===== src/rtl/wb_trace_fifo.sv =====
// Writeback trace FIFO: queues every non-r0 regfile write and drains it over valid/ready.
// Optional PC storage per entry is built when WB_TRACE_PC_EN is defined.
module wb_trace_fifo #(
  parameter int unsigned DEPTH  = 16,
  parameter int unsigned ADDR_W = 4
) (
  input  logic              clock,
  input  logic              reset,
  input  logic              i_clear,
  input  logic              i_ctrl_writeEnable,
  input  logic [4:0]        i_ctrl_writeReg,
  input  logic [31:0]       i_data_writeReg,
  input  logic [11:0]       i_address_imem,
  output logic              o_valid,
  input  logic              i_ready,
  output logic [4:0]        o_reg,
  output logic [31:0]       o_data,
  output logic [11:0]       o_pc,
  output logic [ADDR_W:0]   o_count,
  output logic              o_full,
  output logic              o_empty,
  output logic              o_overflow,
  output logic [15:0]       o_drop_count
);

`ifdef WB_TRACE_PC_EN
  localparam int unsigned EntryW = 49;
`else
  localparam int unsigned EntryW = 37;
`endif

  localparam logic [ADDR_W:0] FullCount = (ADDR_W + 1)'(DEPTH);
  localparam logic [ADDR_W:0] CountOne  = (ADDR_W + 1)'(1);

  logic [EntryW-1:0] mem_q [DEPTH];
  logic [EntryW-1:0] head_q, head_d;
  logic [EntryW-1:0] push_entry;
  logic [ADDR_W-1:0] wp_q, wp_d, rp_q, rp_d, rp_inc;
  logic [ADDR_W:0]   count_q, count_d;
  logic              overflow_q, overflow_d;
  logic [15:0]       drop_cnt_q, drop_cnt_d;
  logic              push, pop, full, accept, drop, mem_we;

`ifdef WB_TRACE_PC_EN
  assign push_entry = {i_address_imem, i_ctrl_writeReg, i_data_writeReg};
  assign o_pc       = head_q[48:37];
`else
  logic unused_pc;
  assign unused_pc  = ^i_address_imem;
  assign push_entry = {i_ctrl_writeReg, i_data_writeReg};
  assign o_pc       = 12'd0;
`endif

  assign o_reg        = head_q[36:32];
  assign o_data       = head_q[31:0];
  assign o_count      = count_q;
  assign o_full       = (count_q == FullCount);
  assign o_empty      = (count_q == '0);
  assign o_valid      = (count_q != '0);
  assign o_overflow   = overflow_q;
  assign o_drop_count = drop_cnt_q;

  always_comb begin
    push       = i_ctrl_writeEnable && (i_ctrl_writeReg != 5'd0);
    pop        = (count_q != '0) && i_ready;
    full       = (count_q == FullCount);
    accept     = push && (!full || pop);
    drop       = push && full && !pop;
    rp_inc     = rp_q + 1'b1;
    wp_d       = wp_q;
    rp_d       = rp_q;
    count_d    = count_q;
    overflow_d = overflow_q;
    drop_cnt_d = drop_cnt_q;
    head_d     = head_q;
    mem_we     = 1'b0;
    if (i_clear) begin
      wp_d       = '0;
      rp_d       = '0;
      count_d    = '0;
      overflow_d = 1'b0;
      drop_cnt_d = '0;
    end else begin
      mem_we = accept;
      if (accept) wp_d = wp_q + 1'b1;
      if (pop) rp_d = rp_inc;
      if (accept && !pop) begin
        count_d = count_q + 1'b1;
      end else if (pop && !accept) begin
        count_d = count_q - 1'b1;
      end
      if (drop) begin
        overflow_d = 1'b1;
        if (drop_cnt_q != 16'hFFFF) drop_cnt_d = drop_cnt_q + 1'b1;
      end
      // Head register tracks the entry at the post-edge read pointer; holds when empty.
      if (pop) begin
        if (count_q == CountOne) begin
          if (accept) head_d = push_entry;
        end else begin
          head_d = mem_q[rp_inc];
        end
      end else if ((count_q == '0) && accept) begin
        head_d = push_entry;
      end
    end
  end

  always_ff @(posedge clock) begin
    if (reset) begin
      wp_q       <= '0;
      rp_q       <= '0;
      count_q    <= '0;
      overflow_q <= 1'b0;
      drop_cnt_q <= '0;
      head_q     <= '0;
    end else begin
      wp_q       <= wp_d;
      rp_q       <= rp_d;
      count_q    <= count_d;
      overflow_q <= overflow_d;
      drop_cnt_q <= drop_cnt_d;
      head_q     <= head_d;
    end
  end

  always_ff @(posedge clock) begin
    if (!reset && mem_we) mem_q[wp_q] <= push_entry;
  end

endmodule


===== config.mk =====
export PLATFORM = sky130hd
export DESIGN_NAME = wb_trace_fifo
export DESIGN_NICKNAME = d
export VERILOG_FILES = /design/src/rtl/wb_trace_fifo.sv
export SDC_FILE = /design/constraint.sdc
export NUM_CORES = 1
export LEC_CHECK = 0
export BUFFER_PORTS_ARGS = -buffer_cell sky130_fd_sc_hd__buf_2
export CORE_ASPECT_RATIO = 0.6
export CORE_MARGIN = 5
export CORE_UTILIZATION = 45
export DETAILED_ROUTE_END_ITERATION = 12
export GPL_TIMING_DRIVEN = 0
export HOLD_SLACK_MARGIN = 0.03
export PLACE_DENSITY = 0.71
export SLEW_MARGIN = 20
export SYNTH_ARGS = -nofsm -noshare
export SYNTH_HDL_FRONTEND = slang
export SYNTH_SLANG_ARGS = --single-unit

===== constraint.sdc =====
create_clock -name clock -period 4.6 [get_ports clock]
set_clock_uncertainty 0.1 [all_clocks]
set_input_delay 0.23 -clock clock [delete_from_list [all_inputs] [get_ports clock]]
set_output_delay 0.23 -clock clock [all_outputs]
set_load 0.01 [all_outputs]

* Word-level counts from Yosys, hierarchy flattened
Memories as Yosys holds them, arrays and structs flattened.
Cells that the tools add are included.
** Storage, ports and cells
- Flip-flop bits (word level) :: 67
- RAM bits :: 592
- Output and inout bits :: 74
- Logic and storage cells :: 48
- Memories kept :: 1
** Cells by class
- $add $sub $neg :: 5
- Equality and inequality tests :: 4
- Multiplexer cells :: 9
- Bitwise operators :: 1
- Reduce and logical (&&, ||, !) cells :: 22
** Memory list
- mem_q :: depth 16, bits a word 37, rd ports 1, clocked after memory_dff 0, write ports 1, RTL line 35 : logic [EntryW-1:0] mem_q [DEPTH];
** Operators by type and width (number)
- $mux W37 :: 4
- $add A16 B1 Y16 const B :: 1
- $ne A16 B16 Y1 const B :: 1
- $mux W5 :: 2
- $reduce_bool A5 Y1 :: 2
- $logic_and A1 B1 Y1 :: 9
- $add A4 B1 Y4 const B :: 2
- $add A5 B1 Y5 const B :: 1
- $eq A5 B1 Y1 const B :: 1
- $eq A5 B5 Y1 const B :: 1
- $logic_not A5 Y1 :: 1
- $sub A5 B1 Y5 const B :: 1
- $logic_not A1 Y1 :: 4
- $reduce_bool A2 Y1 :: 2
- $mux W1 :: 3
- $ne A3 B3 Y1 const B :: 1
- $reduce_and A3 Y1 :: 1
- $reduce_and A2 Y1 :: 1
- $reduce_or A2 Y1 :: 1
- $logic_or A1 B1 Y1 :: 1
- $not A1 Y1 :: 1

* Depth between registers and ports, before layout
- Word-level depth :: 8
- Mapped depth :: 9

* Worst setup path before layout
OpenSTA, ideal clock, no wires.
- Path kind :: register to register
- From :: reg count_q[0], in the netlist o_count[0]
- To :: mem mem_q[12][0], enable pin
- Library setup time :: 431 ps
- Arrival time :: 2902 ps
- Slack :: 1166 ps
- Cell stages (with the launch flop) :: 8
- Buffers on the path :: 0
- Period minus slack after synthesis :: 3434 ps
- Path through :: dfxtp_1 inv_1 ha_1 nand4bb_1 o221ai_1 nor2_1 nand3_1 nor2_1
** On the way
- Longest elaborated chain between the ends :: 8
** Ends and longest elaborated chain
- from (decl) :: RTL line 39 : logic [ADDR_W:0] count_q, count_d;
- from (signal assigned) :: RTL line 120 : count_q <= count_d;
- $eq A5 B5 Y1 / $reduce_bool A5 Y1 (equally long branches) :: RTL line 66, 65
- $logic_not A1 Y1 / $logic_and A1 B1 Y1 (equally long branches) :: RTL line 67, 65
- $logic_or A1 B1 Y1 (*) :: RTL line 67 : accept = push && (!full || pop);
- $logic_and A1 B1 Y1 (*) :: RTL line 67
- $mux W1 (*) :: RTL line 77 : if (i_clear) begin
- $logic_and A1 B1 Y1 (*) :: RTL line 128 : if (!reset && mem_we) mem_q[wp_q] <= push_entry;
- $mux W1 (*) :: RTL line 128
- $mux W1 (implied by the code) (*) :: RTL line 128
- to (decl) :: RTL line 35
Mark *: on every way between the ends. The rest lies on a longest branch, timed or not.

* Worst setup path in the final report
- From :: reg rp_q[1]
- To :: reg head_q[32]
** On the way
- Longest elaborated chain between the ends :: 4
** Ends and longest elaborated chain
- from (decl) :: RTL line 38 : logic [ADDR_W-1:0] wp_q, wp_d, rp_q, rp_d, rp_inc;
- from (signal assigned) :: RTL line 119 : rp_q <= rp_d;
- $add A4 B1 Y4 :: RTL line 69 : rp_inc = rp_q + 1'b1;
- via rp_inc[1] :: RTL line 38
- $mem_v2 Z16 W37
- $mux W37 :: RTL line 98 : if (count_q == CountOne) begin
- $mux W37 :: RTL line 97 : if (pop) begin
- to (signal assigned) :: RTL line 116 : head_q <= '0;
- to (signal assigned) :: RTL line 123 : head_q <= head_d;
- to (decl) :: RTL line 36 : logic [EntryW-1:0] head_q, head_d;
The timed path passes the listed nets, and every way through them passes these cells.
A chain may end at the register's enable or synchronous reset.

==> results list <==
- The synthesized design contains 659 register bits.
- Post-Place Cell Area: 27600 um^2
- 0 antenna diodes ended up in the layout.
- The internal power of the cells totals 9.43 mW.
* Worst setup slack for register-to-register paths: 1.01 ns
- After clock tree synthesis, the clock-pin slew on the worst setup and hold paths is 0.07 ns.
- Residual DRC: 0
* Grt total ovfl: 0
* Maximum vdd drop: 0.000261 V
- For the worst-skew pair, the clock arrives at the later sink with an insertion delay of 0.60 ns.
- The worst setup path is captured at a flip-flop.
- Number of warnings reported in the yosys synthesis log: 0
- Global-route wire length before repair: 90700 um
- At the worst endpoint, the arrival time is 3.98 ns.
* Count of port buffers added during placement: 103
* Share of the clock period used by the worst path: 78.0%
- The floorplan step set the die width to 319 um.
- Max-cap violation count: 0
* Total number of vias: 13900
- Length of the first detailed-routing pass in iterations: 5
* WL/cell: 25.7 um
- Of the total power, combinational logic draws 5.1%.
- The floorplan step defined a die boundary enclosing 62300 um^2.
- Summing internal, switching and leakage power gives 11.9 mW.
- Final non-filler cell area: 29800 um^2
- The first routing iteration left 1736 violations.
* Total core area: 56300 um^2
- Clock network power share: 39.7%
- Counting flops with a built-in enable in the synthesized netlist gives 592.
- Setup violations remaining at the end of the flow were counted as 0.
- Vias in the first global route: 14000
- For this run, the total global-route usage over all layers was measured as 19.3%.
- Cell accounting for the most synthesized area: sky130_fd_sc_hd__edfxtp_1
- Commonest cells after routing, fill and taps aside: 592 x sky130_fd_sc_hd__edfxtp_1, 148 x sky130_fd_sc_hd__mux4_2, 132 x sky130_fd_sc_hd__buf_2, 83 x sky130_fd_sc_hd__nand2_1, 67 x sky130_fd_sc_hd__dfxtp_1
- Post-synthesis instance area: 25800 um^2
* Clk sinks: 659
- Leaving out fill and tap cells, the most frequent cell in the layout is sky130_fd_sc_hd__edfxtp_1.
* Layout-stage area growth over the synthesis result: 15.7%
* Maximum buffer depth of the clock tree: 3
- Net switching fraction of the power: 20.9%
- For this block, the routed nets add up to 60800 um of wire.
- Fill cells in the final layout number 4336.
- Once detail routing completed, the nets flagged for antenna violations numbered 0.
- Final Hold Vio Count: 0
* Maximum clock frequency: 279 MHz
* Max-slew headroom: 34.5%
- Cell count after synthesis: 1343
- For the pin with the worst max-slew slack, the measured transition is 0.982 ns.
- STA puts the critical path data required time at 4.99 ns.
* Critical path start-end classification: flip-flop to flip-flop
* Vias/cell: 5.85
- Synth top area cells: sky130_fd_sc_hd__edfxtp_1 69%, sky130_fd_sc_hd__mux4_2 13%, sky130_fd_sc_hd__dfxtp_1 5.2%, sky130_fd_sc_hd__mux2i_1 1.5%, sky130_fd_sc_hd__o221a_2 1.3%
- Pins over their slew limit: 0
* Result of the run: finished clean
* RePlAce Congestion: 0.782
- Mean instance size in the synthesized netlist: 19.2 um^2
* Initial Utilization: 45.8%
* Crit-path max FO: 10
- In the synthesized netlist the async set-or-reset flop fraction comes to 0%.
- Share of final-layout standard cells stronger than drive strength 1: 27.5%
* Final nets: 1627
- The min-delay analysis places its worst path in the category primary input to flip-flop.
- Clock H-tree levels: 2
* Leakage: 9.44 nW
* Unique cell type count in the Yosys netlist: 56
* Total net switching power: 2.49 mW
* Time the worst path needs with I/O delays and setup: 3.59 ns
- Post-detail-place hpwl: 38000 um
* Post-layout instance count excluding filler cells: 2369
* Dpl cells: 2226
- Commonest register cell after synthesis: sky130_fd_sc_hd__edfxtp_1
- Number of antenna violations at the first check in global routing: 0
- Number of primary I/O pins: 128
- P per Cell Area: 400 nW/um^2
- RSZ-0062 raised after global routing: no
- The worst setup path is launched from a flip-flop.
* Root buffer cell: sky130_fd_sc_hd__clkbuf_16
- Clock buffer count from CTS: 56
* Row cnt: 67
- Sequential fraction of the synthesis area: 74.2%
- TritonCTS clock tree: done
- Floorplan die height: 195 um
* Register Area: 19100 um^2
- Entering global routing, the biggest net connects 38 pins.
- In this run, flip-flops and latches consume 55.3% of the power.
- The multi-input combinational cells in the finished layout cover a total of 6290 um^2.
* Fraction of post-synthesis cell area in the top cell type by area: 69.0%
- Buffer count from post-CTS setup fixing: 0
==> per-stage QoR <==
| stage | hold WS, ns | TNS (ns) | util (%) | setup slack [ns] |
|---|---|---|---|---|
| after floorplan | 0.229 | 0 | - | 1.17 |
| after global placement | 0.357 | -131.05 | 48.5 | -0.923 |
| after detailed placement | 0.359 | 0 | 49.1 | 1.12 |
| after CTS | 0.0344 | 0 | 53.0 | 1.12 |
| after global routing | 0.0636 | 0 | 53.0 | 0.986 |
| final | 0.0541 | 0 | 53.0 | 1.01 |
==> final timing paths <==
| check | start | to | cells past startpoint |
|---|---|---|---|
| max | rp_q[1] | head_q[32] | 8 |
| min | i_ctrl_writeEnable | o_overflow | 4 |
| max reg2reg | rp_q[1] | head_q[32] | 8 |
| min reg2reg | o_overflow | o_overflow | 2 |
==> area by class of cell <==
type / instances / share of cell area, %
multi-input combinational: 591 / 21.1
tap: 759 / 3.19
clock inverter: 22 / 0.726
clock buffer: 83 / 5.38
timing repair buffer: 151 / 3.88
sequential: 659 / 64.1
buffer: 90 / 1.42
inverter: 14 / 0.176
==> routing by layer <==
metal	wire length, um	vias up	GRT usage [%]
li1	-	5908	-
met1	27300	7291	29.9
met2	27200	592	28.5
met3	5540	70	4.29
met4	861	0	3.40
met5	0	-	0
==> cell usage after synthesis (5+ instances only) <==
master and instances:
sky130_fd_sc_hd__ha_1 10, sky130_fd_sc_hd__nor2_1 26, sky130_fd_sc_hd__o211ai_1 38, sky130_fd_sc_hd__or3_1 7, sky130_fd_sc_hd__edfxtp_1 592, sky130_fd_sc_hd__buf_1 5, sky130_fd_sc_hd__xnor2_1 7, sky130_fd_sc_hd__mux2i_1 39
sky130_fd_sc_hd__buf_2 29, sky130_fd_sc_hd__dfxtp_1 67, sky130_fd_sc_hd__a21oi_1 53, sky130_fd_sc_hd__clkbuf_1 42, sky130_fd_sc_hd__o221a_2 30, sky130_fd_sc_hd__inv_1 13, sky130_fd_sc_hd__o221a_1 7, sky130_fd_sc_hd__buf_4 12
sky130_fd_sc_hd__o21ai_0 47, sky130_fd_sc_hd__nand3_1 9, sky130_fd_sc_hd__nor3_1 8, sky130_fd_sc_hd__nand2_1 83, sky130_fd_sc_hd__mux4_2 148, sky130_fd_sc_hd__and2_1 13
==> flip-flops by register name (all words and copies together), names as in the netlist <==
signal,flops
head_q,37
mem_q,592
o_count,5
o_drop_count,16
o_overflow,1
rp_q,4
wp_q,4
==> cells by family (layout without fill, tap and decap cells) <==
kind of cell / after synthesis / after routing / synth area share, %
AOI/OAI and AO/OA: 191 / 191 / 5.22
xor gates and xnor gates: 11 / 11 / 0.374
adders and majority gates: 10 / 10 / 0.486
buffers and inverters: 104 / 360 / 1.85
DFF: 659 / 659 / 74.2
muxes: 187 / 187 / 14.5
other: 1 / 12 / 0.0146
and+or+nand+nor: 180 / 180 / 3.40
==> power by group through the flow <==
| stage | combinational (mW) | clock (mW) | sequential, mW |
|---|---|---|---|
| 2_1_floorplan | 0.299 | 0 | 6.73 |
| 3_3_place_gp | 0.554 | 0 | 6.72 |
| 3_5_place_dp | 0.575 | 0 | 6.72 |
| 4_1_cts | 0.603 | 4.80 | 6.59 |
| 5_1_grt | 0.650 | 5.07 | 6.59 |
| 6_report | 0.603 | 4.73 | 6.59 |
==> repair_timing <==
item                      4_1_cts  5_1_grt
hold buffers                   38        0
gates resized for setup         0        0
hold endpoints to repair      599        0
==> worst max-delay path, stage by stage (launching register included) <==
cell	delay (ns)
sky130_fd_sc_hd__dfxtp_1	0.33
sky130_fd_sc_hd__ha_1	0.28
sky130_fd_sc_hd__clkbuf_1	0.34
sky130_fd_sc_hd__clkbuf_1	0.62
sky130_fd_sc_hd__clkbuf_1	0.78
sky130_fd_sc_hd__mux4_2	0.44
sky130_fd_sc_hd__mux2i_1	0.19
sky130_fd_sc_hd__o211ai_1	0.12
sky130_fd_sc_hd__o221a_1	0.27
Note: power is estimated with default switching activity, not from simulation.
